==> src/rtl/rxd_pkg.sv <==
`timescale 1ns/1ps
`default_nettype none
// +--------------------------------------------------------------------------+
// | Module      : rxd_pkg                                                    |
// | Description : Shared types and constants for the UART receive path:      |
// |               receiver FSM state encoding, oversampling constants and    |
// |               the baud divisor helper.                                   |
// | Revision    : 1.0 - initial release                                      |
// +--------------------------------------------------------------------------+
package rxd_pkg;

  typedef enum logic [2:0] {
    WAIT_IDLE = 3'd0,
    IDLE      = 3'd1,
    START     = 3'd2,
    DATA      = 3'd3,
    PARITY    = 3'd4,
    STOP      = 3'd5
  } rxd_state_e;

  localparam int OVERSAMPLE = 16;
  localparam int MID_SAMPLE = 7;
  localparam int DATA_BITS  = 8;

  // Clocks per oversample tick, truncated, never below one.
  function automatic int calc_div(input int clk_freq, input int baud);
    int d;
    d = clk_freq / (baud * OVERSAMPLE);
    return (d < 1) ? 1 : d;
  endfunction

endpackage
`default_nettype wire

==> src/rtl/rxd_sync_fifo.sv <==
`timescale 1ns/1ps
`default_nettype none
// +--------------------------------------------------------------------------+
// | Module      : rxd_sync_fifo                                              |
// | Description : Single-clock first-word-fall-through byte FIFO with        |
// |               depth 2**FIFO_AW. A push while full is accepted only when  |
// |               a pop happens in the same cycle.                           |
// | Ports       : clk, rst          - clock, synchronous active-high reset   |
// |               i_push/i_push_data - write request and byte                |
// |               i_pop             - pop head (ignored when empty)          |
// |               o_rd_data         - head byte, 0 when empty                |
// |               o_empty/o_full/o_count - occupancy status                  |
// | Revision    : 1.0 - initial release                                      |
// +--------------------------------------------------------------------------+
module rxd_sync_fifo
  import rxd_pkg::*;
#(
  parameter int FIFO_AW = 5
) (
  input  logic               clk,
  input  logic               rst,
  input  logic               i_push,
  input  logic [7:0]         i_push_data,
  input  logic               i_pop,
  output logic [7:0]         o_rd_data,
  output logic               o_empty,
  output logic               o_full,
  output logic [FIFO_AW:0]   o_count
);

  localparam int               DEPTH   = 2 ** FIFO_AW;
  localparam logic [FIFO_AW:0] DEPTH_C = (FIFO_AW + 1)'(DEPTH);

  logic [7:0]         mem_q [DEPTH];
  logic [FIFO_AW-1:0] wr_ptr_q, wr_ptr_d;
  logic [FIFO_AW-1:0] rd_ptr_q, rd_ptr_d;
  logic [FIFO_AW:0]   count_q,  count_d;
  logic               w_pop_en;
  logic               w_push_en;

  assign o_empty = (count_q == '0);
  assign o_full  = (count_q == DEPTH_C);
  assign o_count = count_q;

  // Gating with empty keeps the head output at zero after reset even
  // though the storage array itself is not reset.
  assign o_rd_data = o_empty ? 8'h00 : mem_q[rd_ptr_q];

  always_comb begin
    w_pop_en  = i_pop && !o_empty;
    w_push_en = i_push && (!o_full || w_pop_en);
    wr_ptr_d  = wr_ptr_q;
    rd_ptr_d  = rd_ptr_q;
    count_d   = count_q;
    if (w_push_en) wr_ptr_d = wr_ptr_q + 1'b1;
    if (w_pop_en)  rd_ptr_d = rd_ptr_q + 1'b1;
    if (w_push_en && !w_pop_en)      count_d = count_q + 1'b1;
    else if (w_pop_en && !w_push_en) count_d = count_q - 1'b1;
  end

  always_ff @(posedge clk) begin
    if (rst) begin
      wr_ptr_q <= '0;
      rd_ptr_q <= '0;
      count_q  <= '0;
    end else begin
      wr_ptr_q <= wr_ptr_d;
      rd_ptr_q <= rd_ptr_d;
      count_q  <= count_d;
    end
  end

  always_ff @(posedge clk) begin
    if (w_push_en) mem_q[wr_ptr_q] <= i_push_data;
  end

endmodule
`default_nettype wire

==> src/rtl/rxd_wrapper.sv <==
`timescale 1ns/1ps
`default_nettype none
// +--------------------------------------------------------------------------+
// | Module      : rxd_wrapper                                                |
// | Description : UART receive path. Synchronises SDI, oversamples at 16x,   |
// |               deserialises 8N1 frames (8E1 when RXD_PARITY_EN is         |
// |               defined) LSB first and queues good bytes in a FWFT FIFO.   |
// | Ports       : Clock, Reset  - clock, synchronous active-high reset       |
// |               SDI           - async serial input, idle high              |
// |               rdEn          - pop head byte (ignored when empty)         |
// |               clearErrors   - clears the sticky error flags              |
// |               rdData/rdValid/fifoFull - FIFO read side and status        |
// |               frameError/overflow/parityError - sticky error flags       |
// | Macro       : RXD_PARITY_EN - enables even-parity checking               |
// | Revision    : 1.0 - initial release                                      |
// +--------------------------------------------------------------------------+
module rxd_wrapper #(
  parameter int CLK_FREQ = 100000000,
  parameter int BAUD     = 115200,
  parameter int FIFO_AW  = 5
) (
  input  logic       Clock,
  input  logic       Reset,
  input  logic       SDI,
  input  logic       rdEn,
  input  logic       clearErrors,
  output logic [7:0] rdData,
  output logic       rdValid,
  output logic       fifoFull,
  output logic       frameError,
  output logic       overflow,
  output logic       parityError
);
  import rxd_pkg::*;

  localparam int               DIV       = calc_div(CLK_FREQ, BAUD);
  localparam int               TW        = (DIV > 1) ? $clog2(DIV) : 1;
  localparam logic [TW-1:0]    TICK_LAST = TW'(DIV - 1);
  localparam logic [3:0]       SCNT_MID  = 4'(MID_SAMPLE);
  localparam logic [3:0]       SCNT_LAST = 4'(OVERSAMPLE - 1);
  localparam logic [2:0]       BIT_LAST  = 3'(DATA_BITS - 1);
  localparam logic [FIFO_AW:0] DEPTH_C   = (FIFO_AW + 1)'(2 ** FIFO_AW);

  // ---------------- synchroniser ----------------
  logic [1:0] sync_q, sync_d;
  logic       sdi_s;

  always_comb sync_d = {sync_q[0], SDI};
  assign sdi_s = sync_q[1];

  // ---------------- state and datapath registers ----------------
  rxd_state_e    state_q, state_d;
  logic [TW-1:0] tick_cnt_q, tick_cnt_d;
  logic [3:0]    scnt_q, scnt_d;
  logic [2:0]    bit_idx_q, bit_idx_d;
  logic [7:0]    shift_q, shift_d;
  logic          push_q, push_d;
  logic          frame_err_q, frame_err_d;
  logic          overflow_q, overflow_d;
  logic          tick;
  logic          mid;
  logic          last;
  logic          frame_set;
  logic          overflow_set;

  logic          fifo_empty;
  logic          fifo_full;
  logic [FIFO_AW:0] fifo_count;

`ifdef RXD_PARITY_EN
  logic          par_bad_q, par_bad_d;
  logic          parity_err_q, parity_err_d;
  logic          parity_set;
`endif

  // ---------------- tick generator ----------------
  // Counter is held at zero while waiting for a start edge so the first
  // tick of a frame lands a whole DIV period after the edge was seen.
  always_comb begin
    tick_cnt_d = tick_cnt_q;
    tick       = 1'b0;
    if (state_q == IDLE || state_q == WAIT_IDLE) begin
      tick_cnt_d = '0;
    end else if (tick_cnt_q == TICK_LAST) begin
      tick_cnt_d = '0;
      tick       = 1'b1;
    end else begin
      tick_cnt_d = tick_cnt_q + 1'b1;
    end
  end

  assign mid  = tick && (scnt_q == SCNT_MID);
  assign last = tick && (scnt_q == SCNT_LAST);

  // ---------------- FSM: state register ----------------
  always_ff @(posedge Clock) begin
    if (Reset) state_q <= WAIT_IDLE;
    else       state_q <= state_d;
  end

  // ---------------- FSM: next state ----------------
  always_comb begin
    state_d = state_q;
    case (state_q)
      WAIT_IDLE: if (sdi_s) state_d = IDLE;
      IDLE:      if (!sdi_s) state_d = START;
      START: begin
        if (mid && sdi_s) state_d = IDLE;   // start bit gone at midpoint: glitch
        else if (last)    state_d = DATA;
      end
      DATA: begin
        if (last && bit_idx_q == BIT_LAST) begin
`ifdef RXD_PARITY_EN
          state_d = PARITY;
`else
          state_d = STOP;
`endif
        end
      end
      PARITY: if (last) state_d = STOP;
      // Leave at the stop midpoint so a back-to-back start edge is caught.
      STOP:   if (mid) state_d = sdi_s ? IDLE : WAIT_IDLE;
      default: state_d = WAIT_IDLE;
    endcase
  end

  // ---------------- FSM: outputs / datapath ----------------
  always_comb begin
    scnt_d    = scnt_q;
    bit_idx_d = bit_idx_q;
    shift_d   = shift_q;
    push_d    = 1'b0;
    frame_set = 1'b0;
`ifdef RXD_PARITY_EN
    par_bad_d  = par_bad_q;
    parity_set = 1'b0;
`endif
    case (state_q)
      START: begin
        if (tick) scnt_d = scnt_q + 4'd1;
        bit_idx_d = '0;
`ifdef RXD_PARITY_EN
        par_bad_d = 1'b0;
`endif
      end
      DATA: begin
        if (tick) scnt_d = scnt_q + 4'd1;
        if (mid)  shift_d = {sdi_s, shift_q[7:1]};
        if (last) bit_idx_d = bit_idx_q + 3'd1;
      end
      PARITY: begin
        if (tick) scnt_d = scnt_q + 4'd1;
`ifdef RXD_PARITY_EN
        if (mid) begin
          par_bad_d  = ^{shift_q, sdi_s};
          parity_set = ^{shift_q, sdi_s};
        end
`endif
      end
      STOP: begin
        if (tick) scnt_d = scnt_q + 4'd1;
        if (mid) begin
          if (sdi_s) begin
`ifdef RXD_PARITY_EN
            push_d = !par_bad_q;
`else
            push_d = 1'b1;
`endif
          end else begin
            frame_set = 1'b1;
          end
        end
      end
      default: scnt_d = '0;
    endcase
  end

  // ---------------- sticky error flags ----------------
  // A pop in the same cycle frees a slot, so only a push into a full FIFO
  // without a concurrent pop loses the byte.
  assign overflow_set = push_q && fifo_full && !(rdEn && !fifo_empty);

  always_comb begin
    frame_err_d = frame_set    ? 1'b1 : (clearErrors ? 1'b0 : frame_err_q);
    overflow_d  = overflow_set ? 1'b1 : (clearErrors ? 1'b0 : overflow_q);
`ifdef RXD_PARITY_EN
    parity_err_d = parity_set  ? 1'b1 : (clearErrors ? 1'b0 : parity_err_q);
`endif
  end

  always_ff @(posedge Clock) begin
    if (Reset) begin
      sync_q      <= 2'b11;
      tick_cnt_q  <= '0;
      scnt_q      <= '0;
      bit_idx_q   <= '0;
      shift_q     <= '0;
      push_q      <= 1'b0;
      frame_err_q <= 1'b0;
      overflow_q  <= 1'b0;
`ifdef RXD_PARITY_EN
      par_bad_q    <= 1'b0;
      parity_err_q <= 1'b0;
`endif
    end else begin
      sync_q      <= sync_d;
      tick_cnt_q  <= tick_cnt_d;
      scnt_q      <= scnt_d;
      bit_idx_q   <= bit_idx_d;
      shift_q     <= shift_d;
      push_q      <= push_d;
      frame_err_q <= frame_err_d;
      overflow_q  <= overflow_d;
`ifdef RXD_PARITY_EN
      par_bad_q    <= par_bad_d;
      parity_err_q <= parity_err_d;
`endif
    end
  end

  // ---------------- receive FIFO ----------------
  // shift_q is stable until the next frame's first data midpoint, so it can
  // feed the FIFO directly in the cycle after the stop sample.
  rxd_sync_fifo #(
    .FIFO_AW (FIFO_AW)
  ) u_fifo (
    .clk         (Clock),
    .rst         (Reset),
    .i_push      (push_q),
    .i_push_data (shift_q),
    .i_pop       (rdEn),
    .o_rd_data   (rdData),
    .o_empty     (fifo_empty),
    .o_full      (fifo_full),
    .o_count     (fifo_count)
  );

  assign rdValid    = !fifo_empty;
  assign fifoFull   = (fifo_count == DEPTH_C);
  assign frameError = frame_err_q;
  assign overflow   = overflow_q;
`ifdef RXD_PARITY_EN
  assign parityError = parity_err_q;
`else
  assign parityError = 1'b0;
`endif

endmodule
`default_nettype wire
==> config.mk <==
export PLATFORM = sky130hd
export DESIGN_NAME = rxd_wrapper
export DESIGN_NICKNAME = d
export VERILOG_FILES = /design/src/rtl/rxd_pkg.sv /design/src/rtl/rxd_sync_fifo.sv /design/src/rtl/rxd_wrapper.sv
export SDC_FILE = /design/constraint.sdc
export NUM_CORES = 1
export LEC_CHECK = 0
export CORE_ASPECT_RATIO = 0.75
export CORE_UTILIZATION = 45
export DETAILED_ROUTE_END_ITERATION = 6
export PLACE_DENSITY = 0.61
export SYNTH_ARGS = -nofsm -noshare
export SYNTH_HDL_FRONTEND = slang
export SYNTH_SLANG_ARGS = --single-unit
==> constraint.sdc <==
create_clock -name Clock -period 3.7 [get_ports Clock]
set_input_delay 1.11 -clock Clock [delete_from_list [all_inputs] [get_ports Clock]]
set_output_delay 1.11 -clock Clock [all_outputs]
set_load 0.005 [all_outputs]
==> results.md, run 1 <==
* WS Path Type: reg2out
* Hold path cells at 1
* Port Buffer Count at 16
* Cell taking the most area after synthesis: edfxtp_1
* N_diodes at 0
* Crit start category: register
* Crit path cell chain: buf_6 -> buf_12 -> buf_4 -> mux4_2 -> mux2_2 -> a21oi_4 -> o22ai_2 -> buf_2
* CP arrival at 2.56 ns
* # Max-Cap Violations at 0
* Slew Viols, Final at 0
* Vias per inst at 5.57
* Routed WL at 25.0 mm
* GP Congestion at 0.732
* Fraction of synthesis flops using an asynchronous set or reset pin at 0%
* Worst EP required at 2.59 ns
* Synth top area cells: edfxtp_1 62%, mux4_2 12%, dfxtp_1 8.1%
* Io pins at 18
* Worst Hold Class: reg2reg
* CP max FO at 10
* Most common cell after layout, fill and taps aside: edfxtp_1
* Share of post-route cells with drive strength above 1 at 26.8%
* Clock transition at path regs at 0.06 ns
* GRT Residual Overflow at 0
* WHS Endpoint: sync_q[1]
* Initial Utilization at 45.8%
* Setup Skew at 0.0113 ns
* Fin area at 0.0144 mm²
* Worst r2r src: u_fifo.o_count[1]
* TritonRoute pass-1 iters at 4
* Largest net degree at the start of global routing at 35
* Ys Warns at 0
* CP endpoint kind: primary output
* Avg Inst Size Synth at 16.9 µm²
* Clock buffer depth at 3
* Skew-Pair Late Insertion Delay at 0.55 ns
* Sink Count at 306
* CTS tree: yes
* Commonest register cell after synthesis: edfxtp_1
* Fill cell count at 2087
* Critical R2R Capture: u_fifo.o_count[4]
* CP max stage delay at 0.49 ns
* Top-area cell type share of the netlist area at 62.2%
* Post-synth EDFFs at 256
* Die footprint at 0.0281 mm²
* Row count at 52
* # DRC at 0
* Root Driver: clkbuf_16
* Tcrit/Tclk final at 99.2%
* H-tree Lvls at 1
* Rel. slew slack at 10.7%
* Core area at 0.0270 mm²
* Total leakage power at 4.67 nW
* Cell Pwr Density at 626 mW/mm²
* Die X-Extent at 193 µm
* Sequential-to-total area share from yosys stat at 70.3%
* Post-synthesis cell count at 730
* Vias after detailed routing at 6448
* Area delta synth->final at 16.8%
* Post-DP Area at 0.0130 mm²
* Reg2Reg Depth at 10
* TNS Setup at 0 ns
* CTS Buf Count at 30
* First-pass GRT wire length at 38.9 mm
* Fin nets at 805
* Final setup viols at 0
* Dpl hpwl at 15.2 mm
* Worst vdd ir at 374 µV
* Final Critical Period at 3.67 ns
* Number of synthesized register bits at 306
* R2R setup slack at 0.57 ns
* Unrepaired setup endpoints after global routing: yes
* Most frequent cells in the layout: 256 x edfxtp_1, 94 x nor2_1, 64 x mux4_2, 48 x dfxtp_1, 32 x clkbuf_16
* Max Freq at 273 MHz
* Worst-margin pin slew at 1.34 ns
* Die Y at 146 µm
* Drt wl/cell at 21.6 µm
* Drt initial violations at 412
* Hold Fails Final Rpt at 0
* Status: complete, no violations
* Routed Antenna Nets at 0
* Hold path start: sync_q[0]
* Initial antenna violation count at 0
* Hold_buf cts at 0
* Post-Syn Area at 0.0124 mm²
* Vias in the first global route at 6827
* Synthesized Nets at 752
* CP max stage cell: mux4_2
* Yosys cell types at 58
* Total GRT Usage at 18.0%
-- cells in the mapped netlist, types with 3 or more instances --
cell type and n:
a21oi_1 30, mux2i_1 25, mux2_2 16, xor2_1 9, mux4_2 64, nor3_1 7, nand3_1 9, buf_1 7
nand2_1 19, clkbuf_1 16, nand4_1 4, o22ai_1 8, nor2_1 97, or3_1 6, or2_2 3, buf_2 5
nor2b_1 6, edfxtp_1 256, dfxtp_1 50, nand2b_1 3, o21ai_0 7, nand3b_1 3, buf_4 5, ha_1 16
xnor2_1 7, inv_1 15
-- layer usage --
layer	vias to the layer above	GRT usage, %	wire (µm)
met1	3336	24.5	11100
met5	-	0	0
met4	0	4.08	519
met3	44	2.53	1030
li1	2929	-	-
met2	139	30.9	12300
-- per-stage QoR --
step	worst slack (ns)	instances	util, %	hold slack [ns]	power (mW)
6_report	0.0303	1158	53.4	0.417	9.04
5_1_grt	-0.0300	1158	53.4	0.436	9.38
4_1_cts	0.00357	1161	53.5	0.421	9.12
3_5_place_dp	-0.0662	1076	48.0	0.404	5.68
3_3_place_gp	0.0246	1076	48.0	0.394	5.63
2_1_floorplan	0.337	730	-	0.389	5.13
-- critical path: cells and delay by family (launching register included) --
kind | cells | cell delay [ns]
multiplexers | 2 | 0.80
flip-flops | 1 | 0.36
AO/OA/AOI/OAI | 2 | 0.30
buffers and inverters | 4 | 0.55
-- power by group --
group,leakage (nW),internal [mW],switching [mW]
clock,0.478,1.79,1.25
sequential,2.78,3.74,0.0928
combinational,1.41,1.18,0.980
-- final cells by class --
cell class              instances  area, µm²  area share [%]
flip-flops and latches        306       8690            60.2
multi-input cells             372       3590            24.9
clock buffers                  42        838            5.81
repair buffers                 58        669            4.64
well taps                     351        439            3.04
clock inverters                14        148            1.02
inverters                      15       56.3           0.390
-- how the worst max path moves through the flow --
| stage | start | to | cells past startpoint |
|---|---|---|---|
| floorplan | rdEn | u_fifo.o_count[4] | 10 |
| global placement | rdEn | u_fifo.o_count[4] | 10 |
| detailed placement | rdEn | u_fifo.o_count[4] | 10 |
| CTS | register | rdData[5] | 10 |
| global route | register | rdData[0] | 10 |
| finish | register | rdData[0] | 8 |
-- logic make-up (layout without fill, tap and decap cells) --
| kind of cell | Yosys count | in the layout | synth area share (%) |
|---|---|---|---|
| other | 1 | 1 | 0.0304 |
| AND/OR/NAND/NOR | 168 | 168 | 6.28 |
| XOR/XNOR | 16 | 16 | 1.13 |
| flip-flops | 306 | 306 | 70.3 |
| multiplexers | 105 | 105 | 15.1 |
| adder cells (fa/ha/maj) | 17 | 17 | 1.78 |
| buffers and inverters | 52 | 129 | 1.94 |
| AO/OA/AOI/OAI | 65 | 65 | 3.36 |
-- registers in the layout (all words and copies together) (netlist names), named ones only --
name and count:
bit_idx_q 3, frameError 1, overflow 1, push_q 1, scnt_q 4, shift_q 8
state_q 3, sync_q 2, tick_cnt_q 6, u_fifo.mem_q 256, u_fifo.o_count 6, u_fifo.rd_ptr_q 5
u_fifo.wr_ptr_q 5
-- repair_timing --
item	CTS	global route
gates resized for setup	75	14
pin swaps	14	7
setup endpoints to repair	8	8
setup buffers	23	0
cloned	6	0
hold endpoints to repair	0	0
(Power assumes the default switching activity.)
==> inputs of run 2 (changes only) <==
Settings changed: CAP_MARGIN set to 40.
==> results.md, run 2 (synthesis results as in run 1) <==
* Clock transition at path regs at 0.06 ns (about the same)
* CP arrival at 2.59 ns (+0.03 ns)
* GRT Residual Overflow at 0 (unchanged)
* CTS Buf Count at 29 (-3.3%)
* Vias per inst at 5.62 (+0.88%)
* Root Driver: clkbuf_16
* Routed WL at 25.0 mm (+0.16%)
* CTS tree: yes
* Clock buffer depth at 3 (unchanged)
* Pre-CTS setup slack at -0.0703 ns (-0.00407 ns)
* Largest register FFs at 256 (unchanged)
* Routed Antenna Nets at 0 (unchanged)
* Die footprint at 0.0281 mm² (unchanged)
* Vias after detailed routing at 6572 (+1.9%)
* Final setup viols at 0 (unchanged)
* H-tree Lvls at 1 (unchanged)
* Critical R2R Capture: u_fifo.o_count[4]
* Tcrit/Tclk final at 99.9% (+0.70 points)
* WS Path Type: reg2out
* Rel. slew slack at 42.4% (+32 points)
* Setup Skew at 0.0254 ns (+0.0141 ns)
* Cells after DPL at 1092 (+1.5%)
* Die Y at 146 µm (unchanged)
* Final Worst Setup Slack at 0.00428 ns (-0.0260 ns)
* Total leakage power at 4.73 nW (+1.3%)
* # Max-Cap Violations at 0 (unchanged)
* Hold path start: sync_q[0]
* Worst Hold Class: reg2reg
* Largest registers: u_fifo.mem_q x256, shift_q x8
* Drt initial violations at 524 (+27%)
* GR Util met3 at 2.67% (+0.14 points)
* Core area at 0.0270 mm² (unchanged)
* Final Critical Period at 3.70 ns (+0.0260 ns)
* Largest Register: u_fifo.mem_q
* First-pass GRT wire length at 39.2 mm (+0.91%)
* Io pins at 18 (unchanged)
* GRT busiest layer: met2
* Final core occ at 53.9% (+0.44 points)
* Initial Utilization at 45.8% (unchanged)
* Crit start category: register
* Sink Count at 306 (unchanged)
* Total GRT Usage at 18.2% (+0.19 points)
* Hold Fails Final Rpt at 0 (unchanged)
* Reg2Reg Depth at 10 (unchanged)
* Area delta synth->final at 17.8%
* R2R setup slack at 0.58 ns (about the same)
* Status: complete, no violations
* Cell Count, Final, Fillers Out at 1170 (+1.0%)
* Largest net degree at the start of global routing at 33 (-5.7%)
* Met2 Use GR at 30.9% (about the same)
* Worst-margin pin slew at 0.861 ns (-0.477 ns)
* Worst vdd ir at 395 µV (+5.6%)
* CP max FO at 6 (-4)
* TritonRoute pass-1 iters at 5 (+1)
* Skew-Pair Late Insertion Delay at 0.56 ns (about the same)
* Initial antenna violation count at 0 (unchanged)
* Vias in the first global route at 6831 (+0.059%)
* Fin nets at 818 (+1.6%)
* GP Congestion at 0.732 (unchanged)
* Most common cell after layout, fill and taps aside: edfxtp_1
* Worst r2r src: u_fifo.o_count[1]
* Drt wl/cell at 21.4 µm (-0.87%)
* Port Buffer Count at 16 (unchanged)
* Max Freq at 271 MHz (-0.70%)
* WHS Endpoint: sync_q[1]
* Die X-Extent at 193 µm (unchanged)
* Row count at 52 (unchanged)
* Dpl hpwl at 16.1 mm (+6.1%)
* # DRC at 0 (unchanged)
* Total power at 8.90 mW (-1.5%)
* Worst EP required at 2.59 ns (about the same)
* Share of post-route cells with drive strength above 1 at 27.4% (+0.58 points)
* N_diodes at 0 (unchanged)
* Most frequent cells in the layout: 256 x edfxtp_1, 96 x nor2_1, 64 x mux4_2, 48 x dfxtp_1, 29 x clkbuf_16
* Met1 usage at 25.2% (+0.73 points)
* Hold path cells at 1 (unchanged)
* Unrepaired setup endpoints after global routing: yes
* Slew Viols, Final at 0 (unchanged)
* CP endpoint kind: primary output
* Cell Pwr Density at 612 mW/mm² (-2.3%)
run 2: cell count changes in the layout (fill, tap and decap cells not counted), moves of 4 or more:
cell | before | now
a21oi_2 | 13 | 9
buf_4 | 22 | 26
buf_8 | 2 | 10
clkbuf_1 | 10 | 5
mux2_2 | 12 | 16
mux2_4 | 4 | 0
run 2: layout make-up:
type                            instances  area, µm²
Fill cell                            2076      12500
Clock inverter                         20        196
Multi-Input combinational cell        372       3570
Inverter                               15       56.3
Tap cell                              351        439
Timing Repair Buffer                   72        852
Clock buffer                           34        744
Sequential cell                       306       8690
run 2: how the worst max path moves through the flow:
stage | start | end
3_5_place_dp | rdEn | u_fifo.o_count[4]
3_3_place_gp | rdEn | u_fifo.o_count[4]
6_report | register | rdData[7]
2_1_floorplan | rdEn | u_fifo.o_count[4]
5_1_grt | register | rdData[7]
4_1_cts | register | rdData[7]
run 2: routing by layer:
| layer | vias to the layer above | share of wire [%] |
|---|---|---|
| li1 | 2968 | - |
| met1 | 3411 | 44 |
| met2 | 164 | 50 |
| met3 | 29 | 4.5 |
| met4 | 0 | 1.6 |
| met5 | - | 0 |
run 2: power by group:
| part | total [mW] | internal, mW | switching [mW] |
|---|---|---|---|
| registers | 3.84 | 3.74 | 0.101 |
| logic | 2.15 | 1.18 | 0.969 |
| clock network | 2.91 | 1.66 | 1.25 |
| total | 8.90 | 6.58 | 2.32 |
run 2: through the flow:
stage / hold slack [ns] / TNS [ns] / area (µm²)
after detailed placement: 0.404 / -0.0703 / 13200
after floorplan: 0.389 / 0 / 12400
final: 0.427 / 0 / 14500
after global routing: 0.443 / -0.259 / 14500
after global placement: 0.394 / 0 / 13000
after CTS: 0.427 / -0.0838 / 14600
run 2: critical path: stages (launching register included):
cell and delay (ns):
dfxtp_4 0.41, buf_6 0.14, buf_12 0.13, mux4_2 0.51
mux2i_2 0.21, nor2_1 0.07, a21oi_1 0.17, buf_4 0.16
o22ai_2 0.08, buf_2 0.14
run 2: timing repair:
item | in CTS | in global routing
gates cloned | 5 | 0
hold buffers | 0 | 0
gates resized for setup | 73 | 3
endpoints found under the setup margin | 8 | 8
pin swaps | 18 | 8
setup buffers | 19 | 1
==> inputs of run 3 (changes only) <==
Settings changed: SYNTH_HIERARCHICAL set to 1.
==> results.md, run 3 <==
* GP Congestion at 0.791 (+8.1%)
* Share of post-route cells with drive strength above 1 at 28.4% (+1.1 points)
* Post-synthesis cell count at 702 (-3.8%)
* Post-DP Area at 0.0133 mm² (+1.5%)
* Total GRT Usage at 19.5% (+1.3 points)
* Port Buffer Count at 16 (unchanged)
* Worst vdd ir at 392 µV (-0.71%)
* Commonest cells post-synth: 256 x edfxtp_1, 82 x nor2_1, 67 x mux4_2
* Number of synthesized register bits at 306 (unchanged)
* Final setup viols at 0 (unchanged)
* WS Path Type: reg2out
* Final Critical Period at 3.68 ns (-0.0143 ns)
* Count leader, synth: edfxtp_1
* Hold_buf cts at 0 (unchanged)
* Post-synth EDFFs at 256 (unchanged)
* Rel. slew slack at 58.3% (+16 points)
* Vias per inst at 5.71 (+1.6%)
* Cell Pwr Density at 591 mW/mm² (-3.4%)
* GRT Residual Overflow at 0 (unchanged)
* H-tree Lvls at 1 (unchanged)
* Sink Count at 306 (unchanged)
* # DRC at 0 (unchanged)
* Largest registers: u_fifo/mem_q x256, shift_q x8
* Pre-CTS setup slack at -0.0277 ns (+0.0426 ns)
* Clock buffer depth at 3 (unchanged)
* Fill cell count at 2084 (+0.39%)
* Initial antenna violation count at 0 (unchanged)
* Met1 usage at 30.2% (+5.0 points)
* Core area at 0.0270 mm² (unchanged)
* Yosys cell types at 63 (+8.6%)
* Max Freq at 272 MHz (+0.39%)
* Root Driver: clkbuf_16
* Largest Register: u_fifo/mem_q
* Clock transition at path regs at 0.06 ns (about the same)
* N_diodes at 0 (unchanged)
* First-pass GRT wire length at 41.2 mm (+5.1%)
* Io pins at 18 (unchanged)
* Cell taking the most area after synthesis: edfxtp_1
* Row count at 52 (unchanged)
* CTS Buf Count at 30 (+3.4%)
* Vias after detailed routing at 6638 (+1.0%)
* Crit start category: register
* Worst-margin pin slew at 0.620 ns (-0.241 ns)
* Die Y at 146 µm (about the same)
* Ys Warns at 6 (+6)
* CP arrival at 2.57 ns (-0.02 ns)
* Commonest register cell after synthesis: edfxtp_1
* Most frequent cells in the layout: 256 x edfxtp_1, 82 x nor2_1, 70 x mux4_2, 51 x buf_4, 48 x dfxtp_1
* Most common cell after layout, fill and taps aside: edfxtp_1
* Avg Inst Size Synth at 17.6 µm² (+4.0%)
* Unrepaired setup endpoints after global routing: yes
* Hold Fails Final Rpt at 0 (unchanged)
* Skew-Pair Late Insertion Delay at 0.55 ns (about the same)
* Vias in the first global route at 6734 (-1.4%)
* Synth top area cells: edfxtp_1 62%, mux4_2 12%, dfxtp_1 8.1%
* Routed WL at 26.8 mm (+7.3%)
* Largest net degree at the start of global routing at 45 (+36%)
* CTS tree: yes
* Die X-Extent at 193 µm (about the same)
* Status: complete, no violations
* Hold Slack at 0.408 ns (-0.0192 ns)
* Met2 Use GR at 29.5% (-1.4 points)
* Total leakage power at 4.82 nW (+1.9%)
* Final Worst Setup Slack at 0.0186 ns (+0.0143 ns)
* Post-Syn Area at 0.0124 mm² (about the same)
* Initial Utilization at 45.8% (about the same)
* CP endpoint kind: primary output
* Fin area at 0.0145 mm² (-0.36%)
* Sequential-to-total area share from yosys stat at 70.3% (about the same)
* GRT busiest layer: met1
* Top-area cell type share of the netlist area at 62.2% (about the same)
* Fin nets at 812 (-0.73%)
* Die footprint at 0.0281 mm² (about the same)
* CP max FO at 5 (-1)
* GR Util met3 at 2.92% (+0.25 points)
* Drt initial violations at 685 (+31%)
* Setup Skew at 0.0127 ns (-0.0127 ns)
* Synthesized Nets at 726 (-3.5%)
* Area delta synth->final at 17.3%
* # Max-Cap Violations at 0 (unchanged)
* Routed Antenna Nets at 0 (unchanged)
* Worst EP required at 2.59 ns (about the same)
* Drt wl/cell at 23.1 µm (+7.9%)
* Tcrit/Tclk final at 99.5% (-0.39 points)
* Worst Hold Class: reg2reg
* Fraction of synthesis flops using an asynchronous set or reset pin at 0% (unchanged)
* Slew Viols, Final at 0 (unchanged)
* TritonRoute pass-1 iters at 5 (unchanged)
* Largest register FFs at 256 (unchanged)
* Dpl hpwl at 17.6 mm (+9.0%)
[run 3: cell types whose count changed in the layout (fill, tap and decap cells not counted), moves of 7 or more]
cell	before	now
a21oi_2	9	0
a221oi_2	0	7
buf_4	26	51
inv_2	0	9
mux2_2	16	2
mux2i_1	22	15
nor2_1	96	82
o221ai_1	1	8
[run 3: timing repair]
action | in CTS | in global routing
endpoints found under the setup margin | 8 | 11
gates resized for setup | 53 | 8
pin swaps | 1 | 3
cloned | 3 | 0
setup buffers | 9 | 1
[run 3: final cells by class]
cell class              instances  area [µm²]  area share (%)
clock buffers                  43         867            5.98
multi-input cells             341        3450            23.8
inverters                      25        93.8           0.647
clock inverters                13         140           0.967
repair buffers                 84         812            5.60
well taps                     351         439            3.03
flip-flops and latches        306        8690            60.0
[run 3: path summary, 6_finish.rpt]
check	from	endpoint	slack, ns	cells after the start
setup / recovery	register	rdData[0]	0.02	7
hold / removal	sync_q[0]	sync_q[1]	0.41	1
setup reg to reg	u_fifo/o_count[0]	u_fifo/o_count[5]	0.36	12
hold reg to reg	sync_q[0]	sync_q[1]	0.41	1
[run 3: power breakdown]
| part | total [mW] | leakage (nW) | switching, mW | internal [mW] |
|---|---|---|---|---|
| combinational | 1.67 | 1.54 | 0.832 | 0.841 |
| sequential | 3.83 | 2.78 | 0.0918 | 3.73 |
| clock | 3.07 | 0.505 | 1.24 | 1.83 |
| total | 8.57 | 4.82 | 2.16 | 6.41 |
[run 3: metrics by stage]
stage / power [mW] / TNS, ns / std cells / utilization (%)
after floorplan: 4.91 / 0 / 702 / -
after global placement: 5.40 / 0 / 1092 / 49.1
after detailed placement: 5.45 / -0.0512 / 1097 / 49.4
after CTS: 8.66 / -0.236 / 1165 / 53.8
after global routing: 8.89 / -0.236 / 1163 / 53.7
final: 8.57 / 0 / 1163 / 53.7
[run 3: metal layers]
metal | vias to the layer above | wire length, µm
li1 | 2948 | -
met1 | 3472 | 12600
met2 | 189 | 12100
met3 | 29 | 1780
met4 | 0 | 320
met5 | - | 0
[run 3: cell families (layout without fill, tap and decap cells)]
kind of cell / count (synthesis) / after routing / synth area share (%)
AOI/OAI and AO/OA: 48 / 48 / 2.97
DFF: 306 / 306 / 70.3
adders and majority gates: 19 / 19 / 1.98
buffers and inverters: 55 / 165 / 2.11
muxes: 92 / 92 / 14.9
xor gates and xnor gates: 17 / 17 / 1.20
other: 1 / 1 / 0.0303
and+or+nand+nor: 164 / 164 / 6.49
[run 3: critical path, stage by stage (launching register included)]
cell      delay [ns]
dfxtp_4         0.41
buf_12          0.14
buf_12          0.13
mux4_2          0.54
mux4_2          0.52
inv_2           0.08
a221oi_2        0.06
buf_2           0.15
